<file path="src/rtl/wb_arbiter_rr_pkg.sv">
// Shared types for the round-robin Wishbone arbiter: FSM state and timeout counter sizing.
package wb_arbiter_rr_pkg;

  typedef enum logic {
    IDLE = 1'b0,
    XFER = 1'b1
  } state_t;

  function automatic int cnt_width(input int timeout);
    return (timeout > 0) ? $clog2(timeout + 1) : 1;
  endfunction

endpackage

</file>
<file path="src/rtl/arb_rr_pick.sv">
// Combinational round-robin picker: lowest offset from ptr (mod N) among set req bits wins.
// Zero latency; gnt is all-zero and any is low when nothing is requesting.
module arb_rr_pick #(
  parameter int N  = 2,
  parameter int PW = (N > 1) ? $clog2(N) : 1
) (
  input  logic [N-1:0]  req,
  input  logic [PW-1:0] ptr,
  output logic [N-1:0]  gnt,
  output logic [PW-1:0] idx,
  output logic          any
);

  logic [PW-1:0] cand;

  // Walk offsets from farthest to nearest so the nearest requester is written last.
  always_comb begin
    gnt  = '0;
    idx  = '0;
    cand = '0;
    any  = |req;
    for (int off = N - 1; off >= 0; off--) begin
      cand = PW'((int'(ptr) + off) % N);
      if (req[cand]) begin
        gnt       = '0;
        gnt[cand] = 1'b1;
        idx       = cand;
      end
    end
  end

endmodule

</file>
<file path="src/rtl/wb_arbiter_rr.sv">
// Round-robin arbiter sharing one Wishbone slave between N masters, one transaction at a time.
// Grant registered one cycle after m_cyc; ack/rdata pass straight through; stalls abort after TIMEOUT cycles.
module wb_arbiter_rr
  import wb_arbiter_rr_pkg::*;
#(
  parameter int N       = 2,
  parameter int AW      = 16,
  parameter int DW      = 32,
  parameter int TIMEOUT = 255
) (
  input  logic              clk,
  input  logic              rst,
  input  logic [N*AW-1:0]   m_addr,
  input  logic [N*DW-1:0]   m_wdata,
  input  logic [N*DW/8-1:0] m_wmsk,
  input  logic [N-1:0]      m_we,
  input  logic [N-1:0]      m_cyc,
  output logic [N-1:0]      m_ack,
  output logic [N-1:0]      m_err,
  output logic [DW-1:0]     m_rdata,
  output logic [AW-1:0]     s_addr,
  output logic [DW-1:0]     s_wdata,
  output logic [DW/8-1:0]   s_wmsk,
  output logic              s_we,
  output logic              s_cyc,
  input  logic              s_ack,
  input  logic [DW-1:0]     s_rdata,
  output logic [N-1:0]      gnt,
  output logic              busy
);

  localparam int PW = (N > 1) ? $clog2(N) : 1;
  localparam int MW = DW / 8;
  localparam int CW = cnt_width(TIMEOUT);
  localparam logic [CW-1:0] CNT_LAST = CW'((TIMEOUT > 0) ? TIMEOUT - 1 : 0);
  localparam logic [CW-1:0] CNT_MAX  = {CW{1'b1}};

  state_t        state;
  logic [PW-1:0] gidx;
  logic [PW-1:0] ptr;
  logic [CW-1:0] cnt;

  logic [N-1:0]  pick_gnt;
  logic [PW-1:0] pick_idx;
  logic          pick_any;

  logic [AW-1:0] addr_a  [N];
  logic [DW-1:0] wdata_a [N];
  logic [MW-1:0] wmsk_a  [N];

  logic [PW-1:0] sel;
  logic [PW-1:0] next_ptr;
  logic          xfer;
  logic          cyc_g;
  logic          done_ack;
  logic          done_abort;
  logic          timed_out;

  for (genvar i = 0; i < N; i++) begin : g_unpack
    assign addr_a[i]  = m_addr[i*AW +: AW];
    assign wdata_a[i] = m_wdata[i*DW +: DW];
    assign wmsk_a[i]  = m_wmsk[i*MW +: MW];
  end

  arb_rr_pick #(
    .N  (N),
    .PW (PW)
  ) u_pick (
    .req (m_cyc),
    .ptr (ptr),
    .gnt (pick_gnt),
    .idx (pick_idx),
    .any (pick_any)
  );

  assign xfer  = (state == XFER);
  assign sel   = xfer ? gidx : '0;
  assign cyc_g = m_cyc[gidx];

  assign s_addr  = addr_a[sel];
  assign s_wdata = wdata_a[sel];
  assign s_wmsk  = wmsk_a[sel];
  assign s_we    = m_we[sel];
  assign s_cyc   = xfer;
  assign busy    = xfer;
  assign m_rdata = s_rdata;

  // cnt holds the number of completed XFER cycles, so CNT_LAST marks the TIMEOUT-th one.
  assign done_ack   = xfer && cyc_g && s_ack;
  assign done_abort = xfer && !cyc_g;
  assign timed_out  = (TIMEOUT != 0) && xfer && cyc_g && !s_ack && (cnt == CNT_LAST);

  assign m_ack = (done_ack && !rst) ? gnt : '0;
  assign m_err = (timed_out && !rst) ? gnt : '0;

  assign next_ptr = (gidx == PW'(N - 1)) ? '0 : gidx + 1'b1;

  always_ff @(posedge clk) begin
    if (rst) begin
      state <= IDLE;
      gnt   <= '0;
      gidx  <= '0;
      ptr   <= '0;
      cnt   <= '0;
    end else begin
      case (state)
        IDLE: begin
          if (pick_any) begin
            state <= XFER;
            gnt   <= pick_gnt;
            gidx  <= pick_idx;
            cnt   <= '0;
          end
        end
        XFER: begin
          if (done_ack || done_abort || timed_out) begin
            state <= IDLE;
            gnt   <= '0;
            ptr   <= next_ptr;
          end else if (cnt != CNT_MAX) begin
            cnt <= cnt + 1'b1;
          end
        end
        default: state <= IDLE;
      endcase
    end
  end

endmodule
</file>
<file path="config.mk">
export PLATFORM = sky130hd
export DESIGN_NAME = wb_arbiter_rr
export DESIGN_NICKNAME = d
export VERILOG_FILES = /design/src/rtl/wb_arbiter_rr_pkg.sv /design/src/rtl/arb_rr_pick.sv /design/src/rtl/wb_arbiter_rr.sv
export SDC_FILE = /design/constraint.sdc
export NUM_CORES = 1
export LEC_CHECK = 0
export CAP_MARGIN = 20
export CORE_AREA = 2 2 92 94
export CTS_BUF_LIST = sky130_fd_sc_hd__clkbuf_4
export DETAILED_ROUTE_END_ITERATION = 10
export DIE_AREA = 0 0 94 96
export DONT_BUFFER_PORTS = 1
export PLACE_DENSITY = 0.4
export SYNTH_ARGS = -nofsm -noshare
export SYNTH_HDL_FRONTEND = slang
export SYNTH_HIERARCHICAL = 1
export SYNTH_SLANG_ARGS = --single-unit
export TNS_END_PERCENT = 20
</file>
<file path="constraint.sdc">
create_clock -name clk -period 1.6 [get_ports clk]
set_clock_uncertainty 0.1 [all_clocks]
set_input_delay 0 -clock clk [delete_from_list [all_inputs] [get_ports clk]]
set_output_delay 0 -clock clk [all_outputs]
set_load 0.1 [all_outputs]
</file>
==> results.toml <==
[yosys]
async_s_r_ff_share_synth = 0
synthesis.area_per_instance_um2 = 8.65
yosysUniqueCellTypes = 37
synth.most_common_cell = "sky130_fd_sc_hd__mux2_2"
gate_count_of_the_mapped_netlist = 191
synthDominantAreaCellType = "sky130_fd_sc_hd__mux2_2"
synth.area.top_cells = "sky130_fd_sc_hd__mux2_2 36%, sky130_fd_sc_hd__dfxtp_1 16%, sky130_fd_sc_hd__buf_4 15%, sky130_fd_sc_hd__nand2_1 3.9%, sky130_fd_sc_hd__buf_2 1.8%"
syn_nets = 336
synth_seq_cells = 13
netlist.area_leader.share = 0.361
ys.flop_type = "sky130_fd_sc_hd__dfxtp_1"
synth-seq-area-share = 0.157
synthesis.area_um2 = 1650
post_synth_edffs = 0
netlist_top_cells_count = "53 x sky130_fd_sc_hd__mux2_2, 34 x sky130_fd_sc_hd__buf_4, 17 x sky130_fd_sc_hd__nand2_1"
synth.yosys.warnings = 6

[floorplanning]
dieWidth_um = 94
core_area_um2 = 8050
start_util = 0.205
floorplan.die.height_um = 96
io_pins = 236
die_area_um2 = 9020
rows = 33

[cts]
root_buffer = "sky130_fd_sc_hd__clkbuf_4"
clock_pin_transition_on_the_worst_setup_and_hold_timing_paths_ns = 0.08
clock_tree.htree_level_count = 1
clockBufferDepth = 2
cts_tree = "built"
worst_skew_pair.late_latency_ns = 0.29
number_of_clock_sinks = 13
cts_inserted_buffers = 3

[sta]
max_clk_rate_mhz = 585
period_share = 1.07
slew_headroom = 0.317
min_period_ns = 1.71
postLayoutSetupSlackWorst_ns = -0.108
rsz0062_at_grt = "true"
timing_hold_violations_final = 0
report.final.setup_viol = 11
tightestPinTransition_ns = 1.02
final-max-slew-violation-count = 0

[flow_run]
cap_violations = 0

[global_routing]
overflow = 0
initial_antenna_violation_count = 0
grt_first_pass_wirelength_um = 9620
grt_usage = 0.143
grt_pass1_vias = 1641
pin_count_of_the_biggest_net_entering_global_routing = 27

[route]
drt_wl_total_um = 7840
total_via_count_after_detailed_routing = 1756
m1WireLength_um = 3110
dr.max_layer_used = "met4"
route.detailed.wl_per_inst_um = 21.4
remaining_drc_errors = 0
antenna_violating_nets_post_route = 0
wl_met2_um = 3800
vias_per_cell = 4.78
detail_route.iter0.violations = 36
met3WireLength_um = 881
detailedRoute.firstPassIterationCount = 4

[layout]
multiInputGateArea_um2 = 1420
final-seq-area_um2 = 273
finish.net_count = 408
utilization = 0.434
proportion_of_layout_cells_with_a_drive_suffix_above_1 = 0.618
diodes = 0
fillCellCount = 736
layout_overhead_on_the_synthesized_area_pct = 111

[run_status]
status = "finished with violations"
failed_checks = "setup timing"

[placed_design]
final_replace_weighted_congestion = 0.760
dp_slack_ns = -0.0323
post-dp-hpwl_um = 5380
io_buffer_count = 0

[critical_path]
critical_path.max_stage_delay_ns = 0.38
crit_path_cell_trace = "buf_6, mux2i_2, buf_4, nor4_4, buf_12"
worst-endpoint-required_ns = 1.50
critical-path-top-delay-family = "buffers and inverters"
crit_path_max_fanout = 3
end_kind = "primary output"
setup.worst_path.class = "flop to primary output"
worst_path_max_delay_cell = "sky130_fd_sc_hd__dfxtp_4"
cp_startpoint_kind = "flop"
critical_path_buf_inv_count = 3
worst_ep_arrival_time_ns = 1.61

[pwr]
static-leakage-power_nw = 1.60
areal_power_density_over_the_cells_nw_per_um2 = 676
vdd.ir_drop.worst_mv = 0.367

[min_path]
hp-class = "input port to flop"
[state kept, by name, summed over array words and instances (netlist names)]
| name | flops |
|---|---|
| cnt | 8 |
| gnt | 2 |
| busy | 1 |
| gidx | 1 |
| ptr | 1 |
[worst register-to-register path: stages, from the launching register on]
cell	delay [ns]
sky130_fd_sc_hd__dfxtp_4	0.38
sky130_fd_sc_hd__buf_4	0.14
sky130_fd_sc_hd__mux2_4	0.21
sky130_fd_sc_hd__nand2_2	0.09
sky130_fd_sc_hd__or4_1	0.47
sky130_fd_sc_hd__a21boi_1	0.13
[final timing paths]
| check | from | endpoint | slack [ns] | cells after the start |
|---|---|---|---|---|
| worst max register to register | gidx$_SDFFE_PP0P_ | cnt[4]$_SDFFE_PP0P_ | 0.02 | 5 |
| worst min-delay path | s_ack | cnt[0]$_SDFFE_PP0P_ | 0.06 | 4 |
| worst max-delay path | gidx$_SDFFE_PP0P_ | m_err[1] | -0.11 | 5 |
| worst min register to register | cnt[4]$_SDFFE_PP0P_ | cnt[4]$_SDFFE_PP0P_ | 0.41 | 2 |
[metrics by stage]
step                hold WS [ns]  std cells  total power (W)  area (um2)  TNS, ns
floorplan               -0.00222        191          0.00162        1740    -3.77
global placement         -0.0993        314          0.00163        2650        0
detailed placement       -0.0993        314          0.00163        2650  -0.0784
CTS                       -0.165        360          0.00230        3270   -0.899
global route              0.0842        367          0.00242        3490    -2.44
finish                    0.0638        367          0.00236        3490   -0.296
[cells in the final DEF (no fill, tap or decap), drive strengths merged, types with 3 or more instances in the layout]
cell	count
a21boi	5
clkbuf	6
o21ai	4
dlygate4sd3	36
and3	3
nor2b	4
nand4	3
nand3	3
inv	3
a21oi	4
nor2	6
a311oi	3
buf	71
mux2i	3
nand2	18
dfxtp	13
mux2	54
[final cells by class]
type                    instances  area share
repair buffers                109       0.465
multi-input cells             133       0.407
flip-flops and latches         13      0.0781
well taps                     105      0.0376
clock buffers                   4     0.00860
inverters                       3     0.00323
[layer usage]
layer  up-vias  track usage
met5         -            0
met4         0       0.0217
met3         5       0.0556
met2       140        0.239
met1       813        0.178
li1        798            -
[repair_timing]
action / CTS / global route
endpoints found under the setup margin: 58 / 63
endpoints found under the hold margin: 45 / 4
hold buffers: 35 / 1
pin swaps: 6 / 6
cloned: 3 / 2
resized for setup: 40 / 35
setup buffers: 4 / 4
[report_power, final]
group,internal [W],switching (W)
clock,0.000114,0.000121
sequential,0.000332,0.0000135
combinational,0.000548,0.00123
total,0.000994,0.00137
[cells by family (layout without fill, tap and decap cells)]
group | after synthesis | after routing | synth area share
flops | 13 | 13 | 0.157
compound gates | 22 | 22 | 0.0908
fa+ha+maj | 2 | 2 | 0.0151
mux | 57 | 57 | 0.388
simple gates | 52 | 52 | 0.164
buf+inv | 45 | 116 | 0.184
(Power assumes the default switching activity.)
